**src/rtl/bus_halt_monitor.sv**
```systemverilog
// rtl/bus_halt_monitor.sv - run-control monitor: halt detect, watchdog, watch channels, access counters
// Optional address history buffer is built when ADDR_HIST_EN is defined; otherwise HistAddr reads 0.
module bus_halt_monitor #(
    parameter int               AW         = 16,
    parameter int               NWATCH     = 2,
    parameter logic [AW-1:0]    HALT_ADDR  = 16'hFFFF,
    parameter int               HALT_HITS  = 1,
    parameter int               CW         = 32,
    parameter int               HIST_DEPTH = 8
) (
    input  logic                          Clk,
    input  logic                          Reset_n,
    input  logic [AW-1:0]                 Addr,
    input  logic                          RD,
    input  logic                          WR,
    input  logic                          Start,
    input  logic [CW-1:0]                 Timeout,
    input  logic [NWATCH*AW-1:0]          WatchAddr,
    input  logic [NWATCH-1:0]             WatchEn,
    output logic                          Done,
    output logic                          HaltHit,
    output logic                          TimedOut,
    output logic                          BusErr,
    output logic [NWATCH-1:0]             WatchHit,
    output logic [CW-1:0]                 CycleCnt,
    output logic [CW-1:0]                 RdCnt,
    output logic [CW-1:0]                 WrCnt,
    input  logic [$clog2(HIST_DEPTH)-1:0] HistIdx,
    output logic [AW-1:0]                 HistAddr
);

    localparam int HHW = (HALT_HITS > 1) ? $clog2(HALT_HITS + 1) : 1;
    localparam logic [HHW-1:0] HITS_TGT = HHW'(HALT_HITS);

    typedef enum logic [1:0] {
        S_IDLE     = 2'd0,
        S_RUN      = 2'd1,
        S_HALTED   = 2'd2,
        S_TIMEDOUT = 2'd3
    } state_t;

    state_t            state_q, state_d;
    logic [CW-1:0]     cyc_q, cyc_d;
    logic [CW-1:0]     rd_q, rd_d;
    logic [CW-1:0]     wr_q, wr_d;
    logic              berr_q, berr_d;
    logic [NWATCH-1:0] watch_q, watch_d;
    logic [HHW-1:0]    hits_q, hits_d;
    logic              halt_match;

    assign halt_match = (Addr == HALT_ADDR);

    // Next-state logic: Start always wins (restart), RUN samples the bus, other states hold.
    always_comb begin
        state_d = state_q;
        cyc_d   = cyc_q;
        rd_d    = rd_q;
        wr_d    = wr_q;
        berr_d  = berr_q;
        watch_d = watch_q;
        hits_d  = hits_q;
        if (Start) begin
            state_d = S_RUN;
            cyc_d   = '0;
            rd_d    = '0;
            wr_d    = '0;
            berr_d  = 1'b0;
            watch_d = '0;
            hits_d  = '0;
        end else if (state_q == S_RUN) begin
            cyc_d = (cyc_q == '1) ? cyc_q : cyc_q + CW'(1);
            // A simultaneous RD+WR is a bus error and is counted as a write only.
            if (WR) begin
                wr_d = (wr_q == '1) ? wr_q : wr_q + CW'(1);
                if (RD) begin
                    berr_d = 1'b1;
                end
            end else if (RD) begin
                rd_d = (rd_q == '1) ? rd_q : rd_q + CW'(1);
            end
            for (int i = 0; i < NWATCH; i++) begin
                if (WatchEn[i] && (RD || WR) && (Addr == WatchAddr[i*AW +: AW])) begin
                    watch_d[i] = 1'b1;
                end
            end
            // Run length of consecutive halt-address samples; non-zero implies the
            // previous sample was also the halt address.
            if (halt_match) begin
                if (hits_q == '0) begin
                    hits_d = HHW'(1);
                end else if (hits_q != HITS_TGT) begin
                    hits_d = hits_q + HHW'(1);
                end
            end else begin
                hits_d = '0;
            end
            // Halt takes priority over a watchdog expiry on the same edge.
            if (halt_match && (hits_d == HITS_TGT)) begin
                state_d = S_HALTED;
            end else if ((Timeout != '0) && (cyc_q == Timeout - CW'(1))) begin
                state_d = S_TIMEDOUT;
            end
        end
    end

    // State, counter and flag registers with synchronous active-low reset.
    always_ff @(posedge Clk) begin
        if (!Reset_n) begin
            state_q <= S_IDLE;
            cyc_q   <= '0;
            rd_q    <= '0;
            wr_q    <= '0;
            berr_q  <= 1'b0;
            watch_q <= '0;
            hits_q  <= '0;
        end else begin
            state_q <= state_d;
            cyc_q   <= cyc_d;
            rd_q    <= rd_d;
            wr_q    <= wr_d;
            berr_q  <= berr_d;
            watch_q <= watch_d;
            hits_q  <= hits_d;
        end
    end

    assign HaltHit  = (state_q == S_HALTED);
    assign TimedOut = (state_q == S_TIMEDOUT);
    assign Done     = HaltHit || TimedOut;
    assign BusErr   = berr_q;
    assign WatchHit = watch_q;
    assign CycleCnt = cyc_q;
    assign RdCnt    = rd_q;
    assign WrCnt    = wr_q;

`ifdef ADDR_HIST_EN
    localparam int HIW = $clog2(HIST_DEPTH);

    logic [AW-1:0]  hist_q [HIST_DEPTH];
    logic [AW-1:0]  hist_d [HIST_DEPTH];
    logic [HIW-1:0] wptr_q, wptr_d;
    logic [AW-1:0]  prev_q, prev_d;
    logic           first_q, first_d;
    logic [HIW-1:0] rd_ptr;

    // History push: the first RUN sample always pushes, later ones only on address change.
    always_comb begin
        hist_d  = hist_q;
        wptr_d  = wptr_q;
        prev_d  = prev_q;
        first_d = first_q;
        if (Start) begin
            for (int i = 0; i < HIST_DEPTH; i++) begin
                hist_d[i] = '0;
            end
            wptr_d  = '0;
            prev_d  = '0;
            first_d = 1'b1;
        end else if (state_q == S_RUN) begin
            if (first_q || (Addr != prev_q)) begin
                hist_d[wptr_q] = Addr;
                wptr_d         = wptr_q + HIW'(1);
            end
            prev_d  = Addr;
            first_d = 1'b0;
        end
    end

    // History storage registers; cleared so unwritten entries read 0.
    always_ff @(posedge Clk) begin
        if (!Reset_n) begin
            for (int i = 0; i < HIST_DEPTH; i++) begin
                hist_q[i] <= '0;
            end
            wptr_q  <= '0;
            prev_q  <= '0;
            first_q <= 1'b0;
        end else begin
            hist_q  <= hist_d;
            wptr_q  <= wptr_d;
            prev_q  <= prev_d;
            first_q <= first_d;
        end
    end

    assign rd_ptr   = wptr_q - HIW'(1) - HistIdx;
    assign HistAddr = hist_q[rd_ptr];
`else
    logic unused_hist_idx;
    assign unused_hist_idx = ^HistIdx;
    assign HistAddr        = '0;
`endif

endmodule

```
**config.mk**
```make
export PLATFORM = sky130hd
export DESIGN_NAME = bus_halt_monitor
export DESIGN_NICKNAME = d
export VERILOG_FILES = /design/src/rtl/bus_halt_monitor.sv
export SDC_FILE = /design/constraint.sdc
export NUM_CORES = 1
export LEC_CHECK = 0
export ABC_CLOCK_PERIOD_IN_PS = 4200
export CAP_MARGIN = 20
export CORE_AREA = 2 2 118 120
export CTS_BUF_LIST = sky130_fd_sc_hd__clkbuf_4 sky130_fd_sc_hd__clkbuf_8
export DETAILED_ROUTE_END_ITERATION = 12
export DIE_AREA = 0 0 120 122
export PLACE_DENSITY = 0.82
export SLEW_MARGIN = 20
export SYNTH_ARGS = -nofsm -noshare
export SYNTH_HDL_FRONTEND = slang
export SYNTH_SLANG_ARGS = --single-unit
```
**constraint.sdc**
```tcl
create_clock -name Clk -period 4.2 [get_ports Clk]
set_input_delay 0.63 -clock Clk [delete_from_list [all_inputs] [get_ports Clk]]
set_output_delay 0.63 -clock Clk [all_outputs]
set_load 0.005 [all_outputs]
```
==> impl_metrics.ini, run 1 <==
[logic_synthesis]
synth_edf_count = 0
yosys.area_share.adder = 0.01001
synth_compound_area_frac = 0.07726
synth.ff_latch_count = 101
syn_inst = 788
synth_top_family_by_area = simple AND/OR/NAND/NOR gates
yosys_warnings = 0
syn_avg_cell_area_um2 = 7.933
ys_seq_area_frac = 0.3235
ys_async_sr_fraction = 0
synthXorXnorAreaFrac = 0.2088
synth_cell_type_count = 51
synth_area_mm2 = 0.006251
ys.flop_type = dfxtp_1
yosys.area_share.simple = 0.3275
muxShareOfSynthArea = 0.004804

[clock_tree]
clkTransAtPathRegs_ns = 0.11
numCtsBuffers = 9
htree_levels = 3
ctsResizeCount = 0
cts.sinks = 101
hold_buffers = 0
clock_path_buffers = 2
cts_tree = yes
post_cts_buffers = 0
clk_latency_ns = 0.39
cts_root_buf = clkbuf_8

[final_layout]
fillers = 1218
final_common_cell = clkdlybuf4s50_1
nNetsFinal = 1060
multi_input_area_mm2 = 0.003995
most-common-layout-cells = clkdlybuf4s50_1, nor2_1, dfxtp_1
n_antenna_cell = 0
area_delta_synth_final_pct = 34.69
drive_gt1_frac = 0.03505
seq_area_mm2 = 0.002022

[die]
core_mm2 = 0.01350
rows = 43
die-area_mm2 = 0.01464
die_w_um = 120
ios = 208
start_util = 0.4629
die_h_um = 122

[critical_path]
cp.required_ns = 4.51
crit_fanout = 7
worst_setup_path_end_kind = flop
cp-start-kind = primary input
arrival_ns = 3.93
critPathKind = in -> reg
r2r_setup_slack_ns = 1.35

[global_route]
grt_start_max_net_pins = 51
grt_overflow_total = 0
grt_pass1_vias = 5626
grt_pass1_wl_um = 27160
grt_util_all_layers = 0.2273
antenna_found_initial = 0

[timing]
grt_setup_unrepaired = no
fin_tns_setup_ns = 0
finalMaxSlewViolations = 0
finClkSkew_ns = 0.01847
final_hold_viol_count = 0
finalCriticalPeriod_ns = 3.620
slew_headroom = 0.3053
fmax_mhz = 276.3
worst_slew_pin_slew_ns = 1.016
post-route-period-util = 0.8619
setup_viol = 0

[worst_hold_path]
min_path_type = reg -> reg

[outcome]
status = complete, no violations

[route]
wirelength_um = 17160
first_iter_violations = 332
ant_nets = 0
first_pass_iters = 4
via_per_inst = 5.434
vias = 6249
wl_per_cell_um = 14.92
drc = 0

[placement]
dp_hpwl_um = 13060
port_buffers = 188
place.gp.congestion = 0.9304

[pwr]
power.density_mw_per_mm2 = 213.9
p_leak_nw = 2.661
total_power_w = 0.001801
vdd_drop_max_mv = 0.2026

[job]
drv_cap = 0
## worst paths after layout
check                             to  depth (start not counted)                   start
min              BusErr$_SDFFE_PP0P_                          2     BusErr$_SDFFE_PP0P_
max          state_q[1]$_SDFFE_PP0P_                         10              Timeout[0]
min reg2reg      BusErr$_SDFFE_PP0P_                          2     BusErr$_SDFFE_PP0P_
max reg2reg   RdCnt[31]$_SDFFE_PP0P_                          7  RdCnt[13]$_SDFFE_PP0P_
## Yosys cell counts (all sizes together), types with 2 or more instances
cell type	count	area [um^2]
a2111oi	2	17.52
a211oi	4	30.03
a21oi	22	110.1
a31o	2	17.52
a31oi	3	18.77
a41oi	5	43.79
and2	10	62.56
and3	19	118.9
and4	9	78.83
buf	19	147.6
clkbuf	26	97.59
dfxtp	101	2022
ha	5	62.56
inv	14	52.55
mux2i	3	30.03
nand2	48	180.2
nand2b	3	18.77
nand3	42	210.2
nand3b	3	22.52
nand4	43	269.0
nand4b	2	17.52
nor2	108	405.4
nor2b	5	31.28
nor3	34	181.4
nor4	19	118.9
nor4b	3	26.28
o211ai	3	22.52
o21ai	28	140.1
o31ai	2	15.01
or2	2	12.51
or3	28	175.2
or3b	2	17.52
or4	11	91.34
xnor2	97	849.6
xor2	52	455.4
## final cells by class
cell class              instances  share of cell area
clock buffers                  10             0.01560
clock inverters                 6            0.006390
inverters                      14            0.006242
multi-input cells             643              0.4745
flip-flops and latches        101              0.2402
well taps                     180             0.02675
repair buffers                196              0.2303
## per-stage QoR
stage / cells / hold WS (ns) / area, um^2 / setup WS, ns / utilization
finish: 1150 / 0.4824 / 8419 / 0.5801 / 0.6235
global route: 1150 / 0.5291 / 8419 / 0.5114 / 0.6235
CTS: 1149 / 0.4879 / 8414 / 0.6236 / 0.6231
detailed placement: 1133 / 0.4644 / 8229 / 0.2066 / 0.6094
global placement: 1133 / 0.4514 / 8229 / 0.3453 / 0.6094
floorplan: 803 / 0.4604 / 6307 / 0.9542 / -
## logic make-up (layout without fill, tap and decap cells)
family	Yosys count	count (layout)
multiplexers	3	3
buffers and inverters	59	226
adder cells (fa/ha/maj)	5	5
AND/OR/NAND/NOR	392	392
XOR/XNOR	149	149
flip-flops	101	101
other	1	16
AO/OA/AOI/OAI	78	78
## sequential cells by signal (all words and copies together) (netlist names)
name      flops
WatchHit      2
RdCnt        32
WrCnt        32
BusErr        1
CycleCnt     32
state_q       2
## routing by layer
metal	part of all wire	up-vias	GRT usage
met5	0	-	0
li1	-	3108	-
met2	0.47	189	0.3814
met1	0.44	2921	0.2810
met3	0.070	31	0.06273
met4	0.022	0	0.07794
## where the power goes
group	internal [W]	switching [W]	leakage, nW	total [W]
registers	0.000959	0.00000327	0.814	0.000962
clock network	0.000234	0.000371	0.0932	0.000605
logic	0.000125	0.000109	1.75	0.000234
## critical path: stages
cell,delay (ns)
clkdlybuf4s50_1,0.48
inv_1,0.11
ha_1,0.24
or3b_1,0.47
or4_4,0.52
nor4_1,0.31
xnor2_1,0.10
a2111oi_0,0.61
nand4_1,0.21
o31ai_1,0.23
No activity file was read; power rests on OpenSTA's default activity.
==> inputs of run 2 (changes only) <==
--- a/config.mk
+++ b/config.mk
@@ -9,6 +9,7 @@
 export CAP_MARGIN = 20
 export CORE_AREA = 2 2 118 120
 export CTS_BUF_LIST = sky130_fd_sc_hd__clkbuf_4 sky130_fd_sc_hd__clkbuf_8
+export CTS_CLUSTER_SIZE = 28
 export DETAILED_ROUTE_END_ITERATION = 12
 export DIE_AREA = 0 0 120 122
 export PLACE_DENSITY = 0.82
==> results of run 2 <==
No change in the layout: final DEF, timing and power equal those of run 1.
==> inputs of run 3 (changes only) <==
--- a/config.mk
+++ b/config.mk
@@ -6,12 +6,14 @@
 export NUM_CORES = 1
 export LEC_CHECK = 0
 export ABC_CLOCK_PERIOD_IN_PS = 4200
-export CAP_MARGIN = 20
-export CORE_AREA = 2 2 118 120
+export CAP_MARGIN = 5
+export CELL_PAD_IN_SITES_DETAIL_PLACEMENT = 0
+export CELL_PAD_IN_SITES_GLOBAL_PLACEMENT = 1
+export CORE_AREA = 2 2 139 141
 export CTS_BUF_LIST = sky130_fd_sc_hd__clkbuf_4 sky130_fd_sc_hd__clkbuf_8
 export CTS_CLUSTER_SIZE = 28
 export DETAILED_ROUTE_END_ITERATION = 12
-export DIE_AREA = 0 0 120 122
+export DIE_AREA = 0 0 141 143
 export PLACE_DENSITY = 0.82
 export SLEW_MARGIN = 20
 export SYNTH_ARGS = -nofsm -noshare
==> run 3 against run 2 <==
Compared with the run above: utilization decreased by 17 points; combinational power about the same; sequential share of layout area decreased by 0.26 points; global-route usage shrank 4.6 points; final cell count grew 5.0%; routed wire length up 7.4%; non-clock buffer count is 3 higher; die area up 38%; total power decreased by 0.65%; sequential power is essentially flat; clock skew is 0.0015 ns lower; highest routed layer unchanged.
==> impl_metrics.ini, run 3 (synthesis results as in run 1) <==
[timing]
fmax_mhz = 277.9
final_hold_viol_count = 0
setup_viol = 0
slew_headroom = 0.2870
post-route-period-util = 0.8569
finalMaxSlewViolations = 0
worst_slew_pin_slew_ns = 1.065
finalCriticalPeriod_ns = 3.599
grt_setup_unrepaired = no
finClkSkew_ns = 0.01693
fin_tns_setup_ns = 0
whs_ns = 0.4860
setup_slack_ns = 0.6010

[final_layout]
most-common-layout-cells = clkdlybuf4s50_1, nor2_1, dfxtp_1
drive_gt1_frac = 0.03905
fillers = 1875
stdcell_area_mm2 = 0.008511
fin_util = 0.4580
nNetsFinal = 1063
area_delta_synth_final_pct = 36.15
n_antenna_cell = 0
final_common_cell = clkdlybuf4s50_1

[global_route]
grt_pass1_wl_um = 29700
grt_util_all_layers = 0.1817
grt_start_max_net_pins = 56
grt_pass1_vias = 5779
grt_overflow_total = 0
antenna_found_initial = 0

[die]
die_w_um = 141
die-area_mm2 = 0.02016
rows = 50
core_mm2 = 0.01858
start_util = 0.3364
ios = 208
die_h_um = 143

[critical_path]
cp-start-kind = primary input
cp_num_buf_inv = 2
worst_setup_path_end_kind = flop
path_delay_family = simple AND/OR/NAND/NOR gates
path_cells = clkdlybuf4s50_1, inv_1, ha_1, or3b_1, or4_4, nor4_1, xnor2_1, a2111oi_0, nand4_1, o31ai_1
critPathKind = in -> reg
crit_fanout = 7
cp_slowest_stage_delay_ns = 0.57
arrival_ns = 3.90
cp.required_ns = 4.50
cp_slowest_cell = a2111oi_0

[pwr]
vdd_drop_max_mv = 0.1271
p_leak_nw = 2.666
power.density_mw_per_mm2 = 210.2

[clock_tree]
ctsResizeCount = 0
cts.sinks = 101
htree_levels = 3
cts_root_buf = clkbuf_8
clock_path_buffers = 2
post_cts_buffers = 0
clkTransAtPathRegs_ns = 0.10
cts_tree = yes
clk_latency_ns = 0.39
numCtsBuffers = 9
hold_buffers = 0

[placement]
port_buffers = 188
dp_slack_ns = 0.2920
dp_hpwl_um = 14010
place.gp.congestion = 0.8764
place_area_mm2 = 0.008327

[outcome]
status = complete, no violations

[route]
ant_nets = 0
first_pass_iters = 4
wirelength_um = 18430
wl_per_cell_um = 15.27
first_iter_violations = 246
vias = 6143
via_per_inst = 5.089
drc = 0

[worst_hold_path]
min_path_type = reg -> reg

[job]
drv_cap = 0
run 3: power by group:
part | total [W] | internal [W] | switching (W)
logic | 0.000236 | 0.000126 | 0.000109
clock network | 0.000591 | 0.000226 | 0.000366
registers | 0.000962 | 0.000959 | 0.00000305
total | 0.00179 | 0.00131 | 0.000478
run 3: layout make-up:
cell class	count	area, um^2	share of cell area
clock buffer	10	131.4	0.01544
clock inverter	6	45.04	0.005293
inverter	14	52.55	0.006175
multi-input combinational	643	4003	0.4703
sequential	101	2022	0.2376
tap	234	292.8	0.03440
timing repair buffer	199	1964	0.2308
run 3: final timing paths:
check	startpoint	to	slack, ns	cells past startpoint
setup / recovery	Timeout[0]	state_q[1]$_SDFFE_PP0P_	0.60	10
hold / removal	WatchHit[0]$_SDFFE_PP0P_	WatchHit[0]$_SDFFE_PP0P_	0.49	2
setup reg to reg	RdCnt[13]$_SDFFE_PP0P_	RdCnt[25]$_SDFFE_PP0P_	1.36	7
hold reg to reg	WatchHit[0]$_SDFFE_PP0P_	WatchHit[0]$_SDFFE_PP0P_	0.49	2
run 3: routing by layer:
| metal | track usage | vias up | routed length, um |
|---|---|---|---|
| li1 | - | 3113 | - |
| met1 | 0.2444 | 2858 | 8757 |
| met2 | 0.2942 | 154 | 8368 |
| met3 | 0.03756 | 18 | 984 |
| met4 | 0.05526 | 0 | 316 |
| met5 | 0 | - | 0 |
run 3: through the flow:
step | power (W) | instances
finish | 0.001789 | 1207
global route | 0.001876 | 1207
CTS | 0.001818 | 1207
detailed placement | 0.001219 | 1191
global placement | 0.001218 | 1191
floorplan | 0.001098 | 803
run 3: worst register-to-register path: stages (launching register included):
cell      delay, ns
dfxtp_1        0.45
and4_1         0.25
nand3_1        0.18
or4_1          0.58
o211ai_1       0.89
nor2_1         0.15
xnor2_1        0.18
nor2_1         0.05
